File: src/rtl/assert_range_monitor.sv
// assert_range_monitor
// Runtime range-assertion checker. Each of NUM_CH channels is checked every
// cycle. A sample that falls inside the forbidden range [FORBID_LO, FORBID_HI]
// is a violation. Each violation is stamped with a free-running cycle counter
// and held in a one-deep pending slot for its channel. An arbiter moves the
// lowest-index occupied slot into a first-word-fall-through record FIFO. The
// FIFO drains over a valid/ready report port.
//
// Optional build macro: ASSERT_RANGE_MONITOR_HALT_EN.
// When it is defined, the first violation sets a sticky halt. Halt freezes the
// cycle counter and stops all further detection. When it is undefined, halt
// is tied to 0.
//
// Ports
//   clk, rst_n            clock, asynchronous active-low reset
//   enable                global check enable
//   ch_valid[NUM_CH]      per-channel sample qualifier
//   ch_value              channel i at bits [i*VAL_W +: VAL_W]
//   rpt_valid/rpt_ready   failure record handshake
//   rpt_ch/value/cycle    failure record contents (zero while rpt_valid = 0)
//   fail_count            violations detected, saturating
//   drop_count            violations lost to a busy pending slot, saturating
//   any_fail              sticky, at least one violation since reset
//   halt                  sticky stop flag (optional feature)
//
// Handshake: a record transfers on every rising edge where rpt_valid and
// rpt_ready are both 1. While rpt_valid is 1 and rpt_ready is 0, the rpt_*
// fields stay stable. rpt_valid never depends on rpt_ready.
module assert_range_monitor #(
  parameter int          NUM_CH     = 4,
  parameter int          VAL_W      = 8,
  parameter int unsigned FORBID_LO  = 1,
  parameter int unsigned FORBID_HI  = 2,
  parameter int          CYC_W      = 64,
  parameter int          FIFO_DEPTH = 8,
  parameter int          CNT_W      = 16,
  localparam int         CH_W       = (NUM_CH > 1) ? $clog2(NUM_CH) : 1
) (
  input  logic                    clk,
  input  logic                    rst_n,
  input  logic                    enable,
  input  logic [NUM_CH-1:0]       ch_valid,
  input  logic [NUM_CH*VAL_W-1:0] ch_value,
  output logic                    rpt_valid,
  input  logic                    rpt_ready,
  output logic [CH_W-1:0]         rpt_ch,
  output logic [VAL_W-1:0]        rpt_value,
  output logic [CYC_W-1:0]        rpt_cycle,
  output logic [CNT_W-1:0]        fail_count,
  output logic [CNT_W-1:0]        drop_count,
  output logic                    any_fail,
  output logic                    halt
);

  localparam int AW    = $clog2(FIFO_DEPTH);
  // The extra bits absorb up to 16 simultaneous increments before saturation.
  localparam int SUM_W = CNT_W + 5;
  localparam logic [VAL_W-1:0] LO = VAL_W'(FORBID_LO);
  localparam logic [VAL_W-1:0] HI = VAL_W'(FORBID_HI);

  logic [CYC_W-1:0]  cyc;
  logic              halt_q;
  logic [NUM_CH-1:0] viol;
  logic [NUM_CH-1:0] drain;
  logic [NUM_CH-1:0] drop;
  logic [NUM_CH-1:0] pend_vld;
  logic [VAL_W-1:0]  pend_val [NUM_CH];
  logic [CYC_W-1:0]  pend_cyc [NUM_CH];
  logic [CH_W-1:0]   sel;
  logic              sel_any;
  logic              push;
  logic              pop;
  logic              full;
  logic              empty;
  logic [AW:0]       wr_ptr;
  logic [AW:0]       rd_ptr;
  logic [CH_W-1:0]   mem_ch  [FIFO_DEPTH];
  logic [VAL_W-1:0]  mem_val [FIFO_DEPTH];
  logic [CYC_W-1:0]  mem_cyc [FIFO_DEPTH];
  logic [4:0]        fail_inc;
  logic [4:0]        drop_inc;
  logic [SUM_W-1:0]  fail_sum;
  logic [SUM_W-1:0]  drop_sum;

`ifdef ASSERT_RANGE_MONITOR_HALT_EN
  always_ff @(posedge clk or negedge rst_n) begin
    if (!rst_n)     halt_q <= 1'b0;
    else if (|viol) halt_q <= 1'b1;
  end
`else
  assign halt_q = 1'b0;
`endif
  assign halt = halt_q;

  // Detection. The bounds are unsigned and have the same width as the sample.
  for (genvar g = 0; g < NUM_CH; g++) begin : g_ch
    logic [VAL_W-1:0] v;
    assign v       = ch_value[g*VAL_W +: VAL_W];
    assign viol[g] = enable & ch_valid[g] & ~halt_q & (v >= LO) & (v <= HI);
  end

  // Fixed-priority arbiter. The scan runs downward so the lowest index wins.
  always_comb begin
    sel     = '0;
    sel_any = 1'b0;
    for (int i = NUM_CH - 1; i >= 0; i--) begin
      if (pend_vld[i]) begin
        sel     = CH_W'(i);
        sel_any = 1'b1;
      end
    end
  end

  assign empty = (wr_ptr == rd_ptr);
  assign full  = (wr_ptr[AW-1:0] == rd_ptr[AW-1:0]) && (wr_ptr[AW] != rd_ptr[AW]);
  assign pop   = ~empty & rpt_ready;
  // A full FIFO still accepts a push when it pops on the same edge.
  assign push  = sel_any & (~full | pop);
  assign drain = push ? (NUM_CH'(1) << sel) : '0;
  // A slot that empties this edge may reload on the same edge, so no drop.
  assign drop  = viol & pend_vld & ~drain;

  always_ff @(posedge clk or negedge rst_n) begin
    if (!rst_n) begin
      pend_vld <= '0;
      for (int i = 0; i < NUM_CH; i++) begin
        pend_val[i] <= '0;
        pend_cyc[i] <= '0;
      end
    end else begin
      for (int i = 0; i < NUM_CH; i++) begin
        if (viol[i] && (!pend_vld[i] || drain[i])) begin
          pend_vld[i] <= 1'b1;
          pend_val[i] <= ch_value[i*VAL_W +: VAL_W];
          pend_cyc[i] <= cyc;
        end else if (drain[i]) begin
          pend_vld[i] <= 1'b0;
        end
      end
    end
  end

  always_ff @(posedge clk) begin
    if (push) begin
      mem_ch[wr_ptr[AW-1:0]]  <= sel;
      mem_val[wr_ptr[AW-1:0]] <= pend_val[sel];
      mem_cyc[wr_ptr[AW-1:0]] <= pend_cyc[sel];
    end
  end

  always_ff @(posedge clk or negedge rst_n) begin
    if (!rst_n) begin
      wr_ptr <= '0;
      rd_ptr <= '0;
    end else begin
      if (push) wr_ptr <= wr_ptr + (AW+1)'(1);
      if (pop)  rd_ptr <= rd_ptr + (AW+1)'(1);
    end
  end

  // FWFT head. It is forced to zero when empty so reset and idle read as zero.
  assign rpt_valid = ~empty;
  assign rpt_ch    = empty ? '0 : mem_ch[rd_ptr[AW-1:0]];
  assign rpt_value = empty ? '0 : mem_val[rd_ptr[AW-1:0]];
  assign rpt_cycle = empty ? '0 : mem_cyc[rd_ptr[AW-1:0]];

  always_comb begin
    fail_inc = '0;
    drop_inc = '0;
    for (int i = 0; i < NUM_CH; i++) begin
      fail_inc = fail_inc + 5'(viol[i]);
      drop_inc = drop_inc + 5'(drop[i]);
    end
  end

  assign fail_sum = SUM_W'(fail_count) + SUM_W'(fail_inc);
  assign drop_sum = SUM_W'(drop_count) + SUM_W'(drop_inc);

  always_ff @(posedge clk or negedge rst_n) begin
    if (!rst_n) begin
      cyc        <= '0;
      fail_count <= '0;
      drop_count <= '0;
      any_fail   <= 1'b0;
    end else begin
      if (!halt_q) cyc <= cyc + CYC_W'(1);
      fail_count <= (|fail_sum[SUM_W-1:CNT_W]) ? '1 : fail_sum[CNT_W-1:0];
      drop_count <= (|drop_sum[SUM_W-1:CNT_W]) ? '1 : drop_sum[CNT_W-1:0];
      if (|viol) any_fail <= 1'b1;
    end
  end

endmodule

File: config.mk
export PLATFORM = sky130hd
export DESIGN_NAME = assert_range_monitor
export DESIGN_NICKNAME = d
export VERILOG_FILES = /design/src/rtl/assert_range_monitor.sv
export SDC_FILE = /design/constraint.sdc
export NUM_CORES = 1
export LEC_CHECK = 0
export CORE_MARGIN = 2
export CORE_UTILIZATION = 65
export DETAILED_ROUTE_END_ITERATION = 6
export PLACE_DENSITY = 0.9
export SLEW_MARGIN = 5
export SYNTH_ARGS = -nofsm -noshare
export SYNTH_HDL_FRONTEND = slang
export SYNTH_SLANG_ARGS = --single-unit
File: constraint.sdc
create_clock -name clk -period 22.1 [get_ports clk]
set_input_delay 3.315 -clock clk [delete_from_list [all_inputs] [get_ports clk]]
set_output_delay 3.315 -clock clk [all_outputs]
set_load 0.01 [all_outputs]
# After elaboration in Yosys (flattened, before gate mapping)
# Memory sizes are Yosys's and may differ from the RTL's.
# Cells that the tools add are included.
[op_classes]
n_addsub = 11
magnitude_cmp = 9
n_eq_ne = 3
n_shift = 1
muxes = 30
bitwise = 21
reduce_logical = 20
[ops]
columns = ["operator", "count"]
rows = [
  ["$mux 64", 3],
  ["$bmux 64 s2", 1],
  ["$add 64x1->64 const B", 1],
  ["$add 16x4->17", 2],
  ["$ge 8x1->1 const B", 4],
  ["$le 8x2->1 const B", 4],
  ["$mux 16", 2],
  ["$mux 8", 3],
  ["$bmux 8 s2", 1],
  ["$and 1x1->1", 14],
  ["$mux 1", 14],
  ["$mux 2", 5],
  ["$reduce_or 5->1", 2],
  ["$add 3x1->4", 2],
  ["$add 4x1->4 const B", 2],
  ["$and 4x4->4", 2],
  ["$reduce_bool 2->1", 4],
  ["$add 2x1->3", 2],
  ["$logic_and 1x1->1", 5],
  ["$add 1x1->2", 2],
  ["$eq 4x4->1", 1],
  ["$logic_not 1->1", 4],
  ["$logic_or 1x1->1", 4],
  ["$mux 4", 1],
  ["9 further kinds", 10],
]
[word_totals]
register_bits = 397
ram_bits = 592
in_bits = 40
out_inout_bits = 109
wordCells = 116
n_memories = 3
[memory_table]
columns = ["memory", "depth", "word_bits", "rd", "rd_ports_with_merged_regs", "wr", "line", "rtl"]
rows = [
  ["mem_cyc", 8, 64, 1, 0, 1, "79", "logic [CYC_W-1:0] mem_cyc [FIFO_DEPTH];"],
  ["mem_val", 8, 8, 1, 0, 1, "78", "logic [VAL_W-1:0] mem_val [FIFO_DEPTH];"],
  ["mem_ch", 8, 2, 1, 0, 1, "77", "logic [CH_W-1:0] mem_ch [FIFO_DEPTH];"],
]

# Depth between registers and ports, before layout
[depth]
ltp_word = 14
depth_mapped = 15
ltp_nobuf = 14

# Worst setup path before layout
# OpenSTA, ideal clock, no wires.
[synth_path]
kind = "input to register"
from = "input port rpt_ready"
to = "memory mem_ch[1][0] in the netlist's numbering (enable)"
setup_time_ns = 0.714
arrival_time_ns = 11.233
required_time_ns = 21.386
slack_ns = 10.152
cell_stages = 3
path_buffers = 0
cell_sequence = "nand2b_1 > o21ai_1 > nor4b_1"
[synth_via]
elab_chain_len = 5
[synth_rtl]
columns = ["item", "line", "rtl"]
rows = [
  ["start, declared", "45", "input logic rpt_ready,"],
  ["$and 1x1->1", "116", "assign pop = ~empty & rpt_ready;"],
  ["$or 1x1->1", "118", "assign push = sel_any & (~full | pop);"],
  ["$and 1x1->1", "118", ""],
  ["$mux 1", "144", "if (push) begin"],
  ["$mux 1 (implied by the code)", "145", "mem_ch[wr_ptr[AW-1:0]] <= sel;"],
  ["end, declared", "77", ""],
]
# Every way passes these cells.

# Worst setup path in the final report
[layout_path]
from = "register rd_ptr[0]"
to = "output port rpt_cycle[41]"
[layout_via]
elab_chain_len = 2
elab_cells_between_ends = 3
cone_classes = "eq/ne (1); mux (1); memory (1)"
[layout_rtl]
columns = ["item", "line", "rtl"]
rows = [
  ["start, declared", "76", "logic [AW:0] rd_ptr;"],
  ["start signal, assigned", "157", "if (pop) rd_ptr <= rd_ptr + (AW+1)'(1);"],
  ["$mem_v2 8x64 / $eq 4x4->1 (equally long branches)", "-", ""],
  ["$mux 64 (*)", "165", "assign rpt_cycle = empty ? '0 : mem_cyc[rd_ptr[AW-1:0]];"],
  ["end, declared", "48", "output logic [CYC_W-1:0] rpt_cycle,"],
]
# Mark *: on every way between the ends. The rest lies on a longest branch, timed or not.

==> impl_results.md <==
- Pre-antenna DRT Iters: 6
- I/O Pins: 149
- Worst R2R End: drop_count[13]$_DFF_PN0_
- Hold Crit Endpoint: any_fail$_DFFE_PN0P_
- Slew headroom: 0.233
- Layout Area Growth over Synthesis: 13.8%
- Setup Fix Bufs, Post-CTS: 0
- Worst-Margin Slew: 1.15 ns
- Most frequent cells in the layout: edfxtp_1, dfrtp_1, mux2_2, nand2_1, mux4_2
- H-tree depth: 3
- Hold wc startpoint: any_fail$_DFFE_PN0P_
- Seq/Total Area, Yosys: 0.685
- Status: finished clean
- Most used DFF post-synth: edfxtp_1
- Vias per cell: 6.67
- CP max stage cell: dfrtp_4
- Post-CTS Hold Buffers: 0
- Global-route wire length before repair: 150000 µm
- Placed insts: 3356
- Synthesized area: 40500 µm²
- Gr usage total: 0.314
- DR iter-0 viols: 2562
- Fraction of layout cells with a size suffix above 1: 0.237
- Clock Tree Root: clkbuf_16
- Die span in x: 254 µm
- Multi-input combinational cell area: 12100 µm²
- Nets: 2667
- Grt total ovfl: 0
- Worst VDD drop: 0.0699 mV
- Kind of critical path: reg2out
- Xor and xnor area share after synthesis: 0.0199
- CP max stage delay: 0.86 ns
- Final period utilization: 0.364
- Post-synthesis adder-cell area fraction: 0.00451
- RSZ-0062 raised after global routing: false
- Hold Path Cell Cnt: 1
- Pwr/cell area: 101 nW/µm²
- Most used cell along the critical path: buf_4
- Crit Reg-Reg Startpoint: rd_ptr[0]$_DFFE_PN0P_
- Die area: 64300 µm²
- CP Data Required Time: 18.78 ns
- Worst min-delay path category: reg2reg
- Fin cells: 3536
- Maxcap violations: 0
- Final Critical Period: 8.03 ns
- Clock slew at reported path FFs: 0.07 ns
- CP startpoint kind: flip-flop
- Drt drc: 0
- Antenna viol nets, final: 0
- Vias in the first global route: 25011
- Syn Nets: 2548
- Cell chain of the critical path: buf_4 > buf_4 > mux4_2 > mux2i_1 > nor2_1 > clkdlybuf4s50_1
- Multiplexer share of the synthesized area: 0.175
- Warnings from Yosys: 0
- Commonest non-fill, non-tap cell in the layout: edfxtp_1
- Worst skew pair latency: 0.67 ns
- Sequential cell area: 27700 µm²
- Pin count of the biggest net entering global routing: 97
- Clock skew: 0.0344 ns
- CP Max Fanout: 46
- Cell leakage power: 18.7 nW
- FF+latch count, synth: 989
- Total Wirelength: 98300 µm
- TritonCTS Buffers: 95
- Synth Instances: 2497
- Synth unique cells: 47
- Core area: 61600 µm²
- Synth Area in Simple Gates: 0.0677
- Final hold vios: 0
- Flop2flop setup slack: 16.99 ns
- Post-CTS Resized: 0
- Fmax: 0.124 GHz
- Post-synthesis compound-gate area fraction: 0.0289
- Largest family of logic cells by synthesized area: multiplexers
- CTS Sinks: 989
- PortBufs: 147
- Initial Util: 0.657
- Initial antenna violation count: 0
- Filler cell count: 3137
- Mean Syn Cell Area: 16.2 µm²
- Setup Total Neg Slack: 0 ns
- Antenna cells: 0
- Placer Congestion: 0.799
- CTS tree: yes
- Worst r2r path cells: 14
- CTS max path bufs: 3
- Setup-failing EPs final: 0
- CP arrival: 4.72 ns
- Synth async-reset ratio: 0.401
- Die Span Y: 254 µm
- Final Slew Violations: 0
- Kind of end point of the critical path: primary output
- Dpl hpwl: 50500 µm
- Avg WL per Cell: 27.8 µm
- Rows: 91
- EDFF count, synth: 592
- Routed via count: 23592
==> metrics by stage <==
step	power (W)	hold WS [ns]	area (µm²)	utilization	worst slack [ns]
finish	0.00466	0.489	46100	0.748	14.07
global route	0.00479	0.502	46100	0.748	13.69
CTS	0.00468	0.488	46100	0.748	13.93
detailed placement	0.00295	0.469	42700	0.693	14.43
global placement	0.00292	0.460	42700	0.693	14.54
floorplan	0.00257	0.444	40500	-	10.15
==> report_power, final <==
group	switching [W]	total, W	internal (W)
clock network	0.000717	0.00174	0.00102
registers	0.0000445	0.00200	0.00196
logic	0.000453	0.000919	0.000466
total	0.00121	0.00466	0.00345
==> registers in the layout (all words and copies together) (netlist names) <==
signal,flops
rd_ptr,4
cyc,64
wr_ptr,4
drop_count,16
mem_val,64
pend_val,32
mem_ch,16
pend_vld,4
pend_cyc,256
fail_count,16
any_fail,1
mem_cyc,512
==> layout make-up <==
cell class,count,share of cell area
Sequential cell,989,0.602
Multi-Input combinational cell,1323,0.262
Clock buffer,136,0.0612
Timing Repair Buffer,183,0.0379
Tap cell,837,0.0227
Clock inverter,44,0.0122
Inverter,24,0.00201
==> worst max-delay path by stage <==
stage | depth (start not counted) | start | endpoint | slack, ns
finish | 6 | rd_ptr[0]$_DFFE_PN0P_ | rpt_cycle[41] | 14.07
global route | 6 | rd_ptr[0]$_DFFE_PN0P_ | rpt_cycle[34] | 13.69
CTS | 6 | rd_ptr[0]$_DFFE_PN0P_ | rpt_cycle[41] | 13.93
detailed placement | 13 | enable | drop_count[13]$_DFF_PN0_ | 14.43
global placement | 13 | enable | drop_count[13]$_DFF_PN0_ | 14.54
floorplan | 3 | rpt_ready | mem_ch[1][0]$_DFFE_PP_ | 10.15
==> worst max-delay path, delay by kind of cell (launching register included) <==
family / cells / cell delay [ns]
buf+inv: 3 / 2.18
flops: 1 / 0.86
mux: 2 / 0.80
simple gates: 1 / 0.08
==> metal layers <==
metal  vias to the layer above  GRT usage  share of wire
li1                       9619          -              -
met1                     12123      0.412           0.37
met2                      1508      0.517           0.50
met3                       342     0.0534          0.085
met4                         0      0.152          0.045
met5                         -          0              0
==> cell families after synthesis <==
logic type / count (synthesis)
mux: 490
buf+inv: 185
simple gates: 555
other cells: 1
fa+ha+maj: 11
xor+xnor: 92
compound gates: 174
flops: 989
==> synth_stat cells, types with 2 or more instances <==
cell,n,area (µm²)
nand2_1,197,739
o21ai_1,2,10.0
xor2_1,46,403
buf_2,44,220
and4_1,10,87.6
mux2_2,267,3010
nor2b_1,20,125
nand4_1,20,125
dfrtp_1,397,9930
and2_1,83,519
nand3_1,40,200
mux2i_1,75,751
a31oi_1,76,475
nor2_1,100,375
xnor2_1,46,403
a21o_1,3,22.5
ha_1,5,62.6
nor4_2,2,25.0
inv_1,23,86.3
nor4_1,9,56.3
clkbuf_1,85,319
and3_1,22,138
mux4_2,148,3330
buf_1,24,90.1
nand2b_1,4,25.0
edfxtp_1,592,17800
buf_4,7,52.6
a211oi_1,72,541
or3_1,5,31.3
o21ai_0,8,40.0
nor3_1,22,110
fa_1,6,120
nor3b_1,2,15.0
nor4b_1,10,87.6
a21oi_1,7,35.0
or2_2,5,31.3
a21boi_0,3,22.5
(Power assumes the default switching activity.)
